$ cat config.mk
export PLATFORM = sky130hd
export DESIGN_NAME = if_fetch_queue
export DESIGN_NICKNAME = d
export VERILOG_FILES = /design/src/rtl/fetch_pkg.sv /design/src/rtl/fetch_ring.sv /design/src/rtl/if_fetch_queue.sv
export SDC_FILE = /design/constraint.sdc
export NUM_CORES = 1
export LEC_CHECK = 0
export CORE_MARGIN = 4
export CORE_UTILIZATION = 36
export CTS_CLUSTER_SIZE = 16
export DETAILED_ROUTE_END_ITERATION = 10
export PLACE_DENSITY = 0.63
export SYNTH_ARGS = -nofsm -noshare
export SYNTH_HDL_FRONTEND = slang
export SYNTH_HIERARCHICAL = 1
export SYNTH_SLANG_ARGS = --single-unit
$ cat constraint.sdc
create_clock -name clk -period 4.5 [get_ports clk]
set_clock_uncertainty 0.1 [all_clocks]
set_input_delay 0.45 -clock clk [delete_from_list [all_inputs] [get_ports clk]]
set_output_delay 0.45 -clock clk [all_outputs]
set_load 0.02 [all_outputs]
$ cat src/rtl/fetch_pkg.sv
// Shared fetch-stage definitions: exception flag layout, fetch->decode bus
// width and the counter-width helper used by the fetch queue.
package fetch_pkg;

    localparam int EXC_W = 6;

    localparam int EXC_FLG_ADEF = 0;
    localparam int EXC_FLG_SYS  = 1;
    localparam int EXC_FLG_ALE  = 2;
    localparam int EXC_FLG_BRK  = 3;
    localparam int EXC_FLG_INE  = 4;
    localparam int EXC_FLG_INT  = 5;

    localparam int PC_W   = 32;
    localparam int INST_W = 32;

    localparam int FS_TO_DS_BUS_WD = EXC_W + INST_W + PC_W;

    // Bits needed to hold a count in 0..n inclusive.
    function automatic int cnt_width(input int n);
        return $clog2(n + 1);
    endfunction

endpackage

$ cat src/rtl/fetch_ring.sv
// In-order ring of fetch entries {filled, exc, inst, pc} with allocate, fill
// and read pointers plus the occupancy count.
module fetch_ring #(
    parameter int DEPTH  = 4,
    parameter int PC_W   = 32,
    parameter int INST_W = 32,
    parameter int EXC_W  = 6,
    localparam int PTR_W = $clog2(DEPTH),
    localparam int CNT_W = fetch_pkg::cnt_width(DEPTH)
) (
    input  logic              clk,
    input  logic              reset,
    input  logic              alloc,
    input  logic [PC_W-1:0]   alloc_pc,
    input  logic [EXC_W-1:0]  alloc_exc,
    input  logic              fill,
    input  logic [INST_W-1:0] fill_inst,
    input  logic              pop,
    input  logic              flush,
    output logic [CNT_W-1:0]  q_cnt,
    output logic              head_filled,
    output logic [EXC_W-1:0]  head_exc,
    output logic [INST_W-1:0] head_inst,
    output logic [PC_W-1:0]   head_pc
);

    logic [PTR_W-1:0]  wr_ptr;
    logic [PTR_W-1:0]  fill_ptr;
    logic [PTR_W-1:0]  rd_ptr;
    logic [DEPTH-1:0]  filled;
    logic [PC_W-1:0]   pc_mem   [DEPTH];
    logic [EXC_W-1:0]  exc_mem  [DEPTH];
    logic [INST_W-1:0] inst_mem [DEPTH];

    // A flush collapses the ring onto the old allocate pointer; stale filled
    // bits are harmless because q_cnt is 0 and allocation clears them.
    always_ff @(posedge clk) begin
        if (reset) begin
            wr_ptr   <= '0;
            fill_ptr <= '0;
            rd_ptr   <= '0;
            q_cnt    <= '0;
            filled   <= '0;
        end else if (flush) begin
            fill_ptr <= wr_ptr;
            rd_ptr   <= wr_ptr;
            q_cnt    <= '0;
        end else begin
            if (alloc) begin
                filled[wr_ptr] <= 1'b0;
                wr_ptr         <= wr_ptr + PTR_W'(1);
            end
            if (fill) begin
                filled[fill_ptr] <= 1'b1;
                fill_ptr         <= fill_ptr + PTR_W'(1);
            end
            if (pop) begin
                rd_ptr <= rd_ptr + PTR_W'(1);
            end
            q_cnt <= q_cnt + CNT_W'(alloc) - CNT_W'(pop);
        end
    end

    // Payload storage carries no reset; validity lives in filled and q_cnt.
    always_ff @(posedge clk) begin
        if (!reset && !flush) begin
            if (alloc) begin
                pc_mem[wr_ptr]  <= alloc_pc;
                exc_mem[wr_ptr] <= alloc_exc;
            end
            if (fill) begin
                inst_mem[fill_ptr] <= fill_inst;
            end
        end
    end

    assign head_filled = filled[rd_ptr];
    assign head_exc    = exc_mem[rd_ptr];
    assign head_inst   = inst_mem[rd_ptr];
    assign head_pc     = pc_mem[rd_ptr];

endmodule

$ cat src/rtl/if_fetch_queue.sv
// Instruction-fetch stage: tracks in-flight SRAM requests, buffers returned
// instructions in order and drops responses made stale by a redirect.
module if_fetch_queue #(
    parameter int DEPTH   = 4,
    parameter int MAX_OUT = 2,
    parameter int PC_W    = 32,
    parameter int INST_W  = 32,
    parameter int EXC_W   = fetch_pkg::EXC_W
) (
    input  logic                          clk,
    input  logic                          reset,
    output logic                          issue_allow,
    input  logic                          req_fire,
    input  logic [PC_W-1:0]               req_pc,
    input  logic                          inst_sram_data_ok,
    input  logic [INST_W-1:0]             inst_sram_rdata,
    input  logic                          flush,
    output logic                          fs_to_ds_valid,
    input  logic                          ds_allowin,
    output logic [EXC_W+INST_W+PC_W-1:0]  fs_to_ds_bus
);

    import fetch_pkg::*;

    localparam int OUT_W = cnt_width(MAX_OUT);
    localparam int Q_W   = cnt_width(DEPTH);

    logic [OUT_W-1:0]  out_cnt;
    logic [OUT_W-1:0]  out_next;
    logic [OUT_W-1:0]  discard_cnt;
    logic [Q_W-1:0]    q_cnt;
    logic              alloc;
    logic              fill;
    logic              pop;
    logic [EXC_W-1:0]  alloc_exc;
    logic              head_filled;
    logic [EXC_W-1:0]  head_exc;
    logic [INST_W-1:0] head_inst;
    logic [PC_W-1:0]   head_pc;

    // A misaligned fetch address is the only exception raised at this stage.
    always_comb begin
        alloc_exc               = '0;
        alloc_exc[EXC_FLG_ADEF] = |req_pc[1:0];
    end

    assign out_next = out_cnt + OUT_W'(req_fire) - OUT_W'(inst_sram_data_ok);

    assign alloc = req_fire && !flush;
    assign fill  = inst_sram_data_ok && !flush && (discard_cnt == '0);
    assign pop   = fs_to_ds_valid && ds_allowin;

    assign issue_allow = !reset
                      && (int'(out_cnt) < MAX_OUT)
                      && ((int'(q_cnt) + int'(req_fire)) < DEPTH);

    // On a redirect every request still in flight, including one accepted in
    // the flush cycle, belongs to the old stream and must be swallowed.
    always_ff @(posedge clk) begin
        if (reset) begin
            out_cnt     <= '0;
            discard_cnt <= '0;
        end else begin
            out_cnt <= out_next;
            if (flush) begin
                discard_cnt <= out_next;
            end else if (inst_sram_data_ok && (discard_cnt != '0)) begin
                discard_cnt <= discard_cnt - OUT_W'(1);
            end
        end
    end

    fetch_ring #(
        .DEPTH  (DEPTH),
        .PC_W   (PC_W),
        .INST_W (INST_W),
        .EXC_W  (EXC_W)
    ) u_ring (
        .clk         (clk),
        .reset       (reset),
        .alloc       (alloc),
        .alloc_pc    (req_pc),
        .alloc_exc   (alloc_exc),
        .fill        (fill),
        .fill_inst   (inst_sram_rdata),
        .pop         (pop),
        .flush       (flush),
        .q_cnt       (q_cnt),
        .head_filled (head_filled),
        .head_exc    (head_exc),
        .head_inst   (head_inst),
        .head_pc     (head_pc)
    );

    assign fs_to_ds_valid = (q_cnt != '0) && head_filled && !flush;
    assign fs_to_ds_bus   = {head_exc, head_inst, head_pc};

endmodule

Word-level counts from Yosys, hierarchy flattened. Memories as Yosys holds them, arrays and structs flattened. A register that Yosys moved wholly into a read port is not among the register bits. Index checks and enable logic that the tools add are counted.

Register bits after elaboration: 17. Memory bits (writable): 260. Input bits: 70. Output and inout bits: 72. Logic and storage cells: 81. Memories kept: 3.

Memories: u_ring.inst_mem (words 4, width 32, rd ports 1, clocked after Yosys merged registers in 1, wr ports 1, RTL line fetch_ring.sv:33) `logic [INST_W-1:0] inst_mem [DEPTH];`; u_ring.pc_mem (words 4, width 32, rd ports 1, clocked after Yosys merged registers in 1, wr ports 1, RTL line fetch_ring.sv:31) `logic [PC_W-1:0] pc_mem [DEPTH];`; u_ring.exc_mem (words 4, width 1, rd ports 1, clocked after Yosys merged registers in 1, wr ports 1, RTL line fetch_ring.sv:32) `logic [EXC_W-1:0] exc_mem [DEPTH];`.

Add/subtract/negate cells: 9. $lt $le $gt $ge: 7. Muxes and demuxes: 28. Bitwise operators: 4. Reductions and logical operators: 23.

Operators by type and width (number): $mux 2 (12); $mux 4 (4); $logic_and 1x1->1 (12); $lt 2x3->1 const B (3); $mux 1 (9); $reduce_bool 2->1 (4); $add 2x1->2 const B (3); $add 3x1->4 (1); $and 4x4->4 (1); $demux 1 s2 (2); $ge 2x1->1 const B (2); $lt 4x3->1 const B (1); $not 4->4 (1); $or 4x4->4 (1); $reduce_or 2->1 (2); $add 3x1->3 (1); $reduce_bool 3->1 (1); $sub 3x1->3 (1); $add 2x1->2 (1); $bmux 1 s2 (1); $logic_not 1->1 (2); $logic_not 2->1 (1); $lt 2x2->1 const B (1); $reduce_and 2->1 (1); other kinds (3) (3).

Depth between registers and ports, before layout.
Word-level depth: 11. Depth in mapped cells: 9. Gate-level depth less buffers: 9.

Cells and area by module. The synthesis kept the hierarchy.

Modules (own cells, without submodules): fetch_ring (times used 1, cells an instance 443, area each 10936.7 um^2, sequential area each 8708.4 um^2); if_fetch_queue (times used 1, cells an instance 32, area each 282.8 um^2, sequential area each 80.1 um^2).

Least setup slack after synthesis. OpenSTA, ideal clock, no wires.

Kind: register -> register. From: register u_ring.rd_ptr[0]. To: register u_ring.q_cnt[2]. Arrival time: 2.324 ns. Required time: 4.281 ns. Path slack: 1.956 ns. Cell stages (with the launch flop): 10. Path buffers: 0. Period minus slack after synthesis: 2.544 ns. Cells stage by stage: dfxtp_1 > mux4_2 > o311a_1 > and2_1 > ha_1 > inv_1 > ha_1 > fa_1 > xnor2_1 > nor3_1.

Cells in the longest elaborated chain, start to end: 6.

Ends and longest elaborated chain: start, declared (RTL line fetch_ring.sv:29) `logic [PTR_W-1:0] rd_ptr;`; start signal, assigned (RTL line fetch_ring.sv:46) `rd_ptr <= wr_ptr;`; start signal, assigned (RTL line fetch_ring.sv:58) `rd_ptr <= rd_ptr + PTR_W'(1);`; $bmux 1 s2 (RTL line fetch_ring.sv:77) `assign head_filled = filled[rd_ptr];`; $mux 1 (not written as such) (RTL line fetch_ring.sv:77); named net head_filled (RTL line if_fetch_queue.sv:36) `logic head_filled;`; $logic_and 1x1->1 (2 in series) (RTL line if_fetch_queue.sv:95) `assign fs_to_ds_valid = (q_cnt != '0) && head_filled && !flush;`; named net fs_to_ds_valid (RTL line if_fetch_queue.sv:18) `output logic fs_to_ds_valid,`; $logic_and 1x1->1 (RTL line if_fetch_queue.sv:51) `assign pop = fs_to_ds_valid && ds_allowin;`; named net pop (RTL line if_fetch_queue.sv:34) `logic pop;`; $sub 3x1->3 (RTL line fetch_ring.sv:60) `q_cnt <= q_cnt + CNT_W'(alloc) - CNT_W'(pop);`; end signal, assigned (RTL line fetch_ring.sv:60); end, declared (RTL line fetch_ring.sv:20) `output logic [CNT_W-1:0] q_cnt,`.

The timed path passes the listed nets, and every way through them passes these cells. The select of a mux whose other input is x is not followed. A chain may end at the register's enable or synchronous reset.

==> summary.md <==
| Metric | Value |
|---|---|
| Boundary pin count | 142 |
| # hold bufs at CTS | 0 |
| Actual slew at the worst max-slew pin | 1100 ps |
| Buffers plus inverters on the worst setup path | 2 |
| Row Count | 64 |
| Leakage | 4.49 nW |
| Drt drc | 0 |
| Largest net degree at the start of global routing | 71 |
| Clk slew on worst S/H paths | around 60 ps |
| Chip width | 185 um |
| Final instance area | 14000 um2 |
| Clock sinks | 299 |
| Number of max-cap violations | 0 |
| Initial core utilization | a little over a third |
| DRT antenna net count | 0 |
| Die footprint | 34100 um2 |
| Drt total wl | 20.9 mm |
| Syn Area/Cell | 23.6 um2 |
| Synthesized instance count | 475 |
| Tmin final | 3450 ps |
| GR peak layer | met2 |
| Met2 GRT Util | between 20% and 30% |
| GR met1 Demand/Resource | 15.2% |
| RSZ-0062 raised after global routing | no |
| Setup violators final | 0 |
| Die height | between 150 and 200 um |
| Crit. End Element | output port |
| Final max-slew violation count | 0 |
| R2R cell count | 9 |
| Grt met3 use | 3.28% |
| F_max | between 200 and 300 MHz |
| CTS Buf Count | 31 |
| Synth Flop Type | edfxtp_1 |
| CP delay by family, top | buffers and inverters |
| Hold Vio Cnt, Final | 0 |
| Congestion Overflow GR | 0 |
| Clk Latency, worst-skew pair | about 540 ps |
| Hold WC Path Type | reg -> reg |
| DP Worst Slack | 1090 ps |
| Worst-path cell chain | buf_12 -> mux4_2 -> clkdlybuf4s50_1 |
| Setup bufs post-CTS | 0 |
| Layout cell share with drive strength beyond 1 | 19.7% |
| Core Box Area | 30700 um2 |
| Drt first-iter violations | 264 |
| GRT Util Overall | approximately 12% |
| IO buf count | 141 |
| Arrival time worst endpoint | 2900 ps |
| PostCTS Resize Cnt | 0 |
| Layout Nets | roughly 740 |
| Stages on the worst setup path | 3 |
| Layout area overhead | 24.6% |
| Slew HR | between 20% and 30% |
| Max stage delay on crit path | 720 ps |
| Placed Area | 13100 um2 |
| Final weighted congestion in routability-driven placement | between 0.7 and 0.8 |
| TritonCTS clock tree | yes |
| Ys async rst share | 0% |
| Number of distinct library cells after synthesis | 33 |
| Worst vdd ir | 0.263 mV |
| First-pass GRT wire length | 32.3 mm |
| Fin crit share | between 70% and 80% |
| Non-filler cells in the finished layout | around 1100 |
| CP required | between 3000 and 4000 ps |
| Average wire per standard cell | 19.4 um |
| Router iterations before antenna repair | 4 |
| Ys Warns | 6 |
| Register area share after synthesis | about four fifths |
| Post-route setup slack | 1050 ps |
| CP max FO | 46 |
| Via/cell ratio | 4.82 |
| Startpoint Class | flip-flop |
| Initial antenna violation count | 2 |
| Crit-path slowest cell | dfxtp_4 |
| WS Path Type | reg -> out |
| Total negative setup slack | 0 ps |
| Placed Cells | 1018 |
| CTS root buf | clkbuf_16 |
| CTS max path bufs | 3 |
| #FFs+latches synth | 299 |
| Diode count | 0 |
| DP HPWL | ~13 mm |
| EDFF count, synth | 280 |
| H-tree depth | 1 |
| Vias post-DR | 5185 |
| Hold Path Depth | 1 |
| Status | complete, no violations |
| Power Density | 412 nW/um2 |
| Number of global-route vias before repair | 5713 |
| Netlist Area Pre-Place | 11200 um2 |
-- logic make-up (layout without fill, tap and decap cells) --
kind of cell | after synthesis | after routing | share of synthesized area, %
xor gates and xnor gates | 8 | 8 | 0.758
AOI/OAI and AO/OA | 16 | 16 | 1.06
DFF | 299 | 299 | 78.3
buffers and inverters | 33 | 219 | 2.29
other | 1 | 20 | 0.0334
and+or+nand+nor | 32 | 32 | 1.56
adders and majority gates | 14 | 14 | 1.63
muxes | 72 | 72 | 14.3
-- path summary, 6_finish.rpt --
check	slack, ps	end	startpoint
worst min register to register	390	u_ring/filled[0]	u_ring/filled[0]
worst max-delay path	1050	fs_to_ds_bus[69]	flip-flop
worst min-delay path	390	u_ring/filled[0]	u_ring/filled[0]
worst max register to register	1880	u_ring/q_cnt[2]	u_ring/rd_ptr[0]
-- report_power, final --
part	internal (mW)	switching [mW]	total (mW)
Combinational	0.220	0.180	0.400
Sequential	3.07	0.0328	3.10
Clock	1.27	0.983	2.26
Total	4.56	1.20	5.76
-- Yosys cell counts (2+ instances only) --
master / instances / share of area [%]
buf_2: 9 / 0.40
a31o_2: 4 / 0.31
xor2_1: 2 / 0.16
nor2_1: 4 / 0.13
xnor2_1: 5 / 0.39
dfxtp_1: 19 / 3.4
and2_1: 3 / 0.17
a21oi_1: 3 / 0.13
and3_1: 10 / 0.56
mux4_2: 71 / 14
buf_12: 7 / 1.2
edfxtp_1: 280 / 75
o21a_1: 4 / 0.27
ha_1: 13 / 1.4
nand2_1: 7 / 0.23
inv_1: 15 / 0.50
nor2b_1: 3 / 0.17
-- cell type report --
cell class              count  area (um2)
multi-input cells         162        2260
clock inverters            16        93.8
inverters                  15        56.3
well taps                 396         495
flip-flops and latches    299        8800
repair buffers            146        1460
fillers                  2564       16700
clock buffers              42         817
-- per-stage QoR --
stage	hold WS, ps	utilization (%)	power, mW
floorplan	356	-	3.37
global placement	369	42.6	3.56
detailed placement	382	42.6	3.57
CTS	394	45.6	5.85
global route	418	45.6	6.01
finish	391	45.6	5.76
-- cell usage in the layout, fill, tap and decap left out, drive strengths merged, types with 2 or more instances in the layout --
master	n
a21oi	4
a31o	4
and2	3
and3	10
buf	5
clkbuf	42
clkdlybuf4s50	141
clkinv	14
conb	20
dfxtp	19
edfxtp	280
ha	13
inv	16
mux4	71
nand2	7
nor2	4
nor2b	4
o21a	4
xnor2	5
xor2	2
-- layer usage --
layer,vias up,routed length [um]
met5,-,20
li1,2312,-
met2,128,10700
met4,4,366
met1,2710,8310
met3,31,1430
-- sequential cells by signal, summed over array words and instances, names as in the netlist, named ones only --
signal and count:
discard_cnt 2, out_cnt 2, u_ring/exc_mem 24, u_ring/fill_ptr 2
u_ring/filled 4, u_ring/inst_mem 128, u_ring/pc_mem 128, u_ring/q_cnt 3
u_ring/rd_ptr 2, u_ring/wr_ptr 2
-- worst register-to-register path, cell delays in order (launching register included) --
cell,delay (ps)
dfxtp_1,380
mux4_2,550
o311a_1,160
and2_1,200
ha_1,280
inv_1,40
ha_1,180
fa_1,370
xnor2_1,160
nor3_1,60
(Power assumes the default switching activity.)
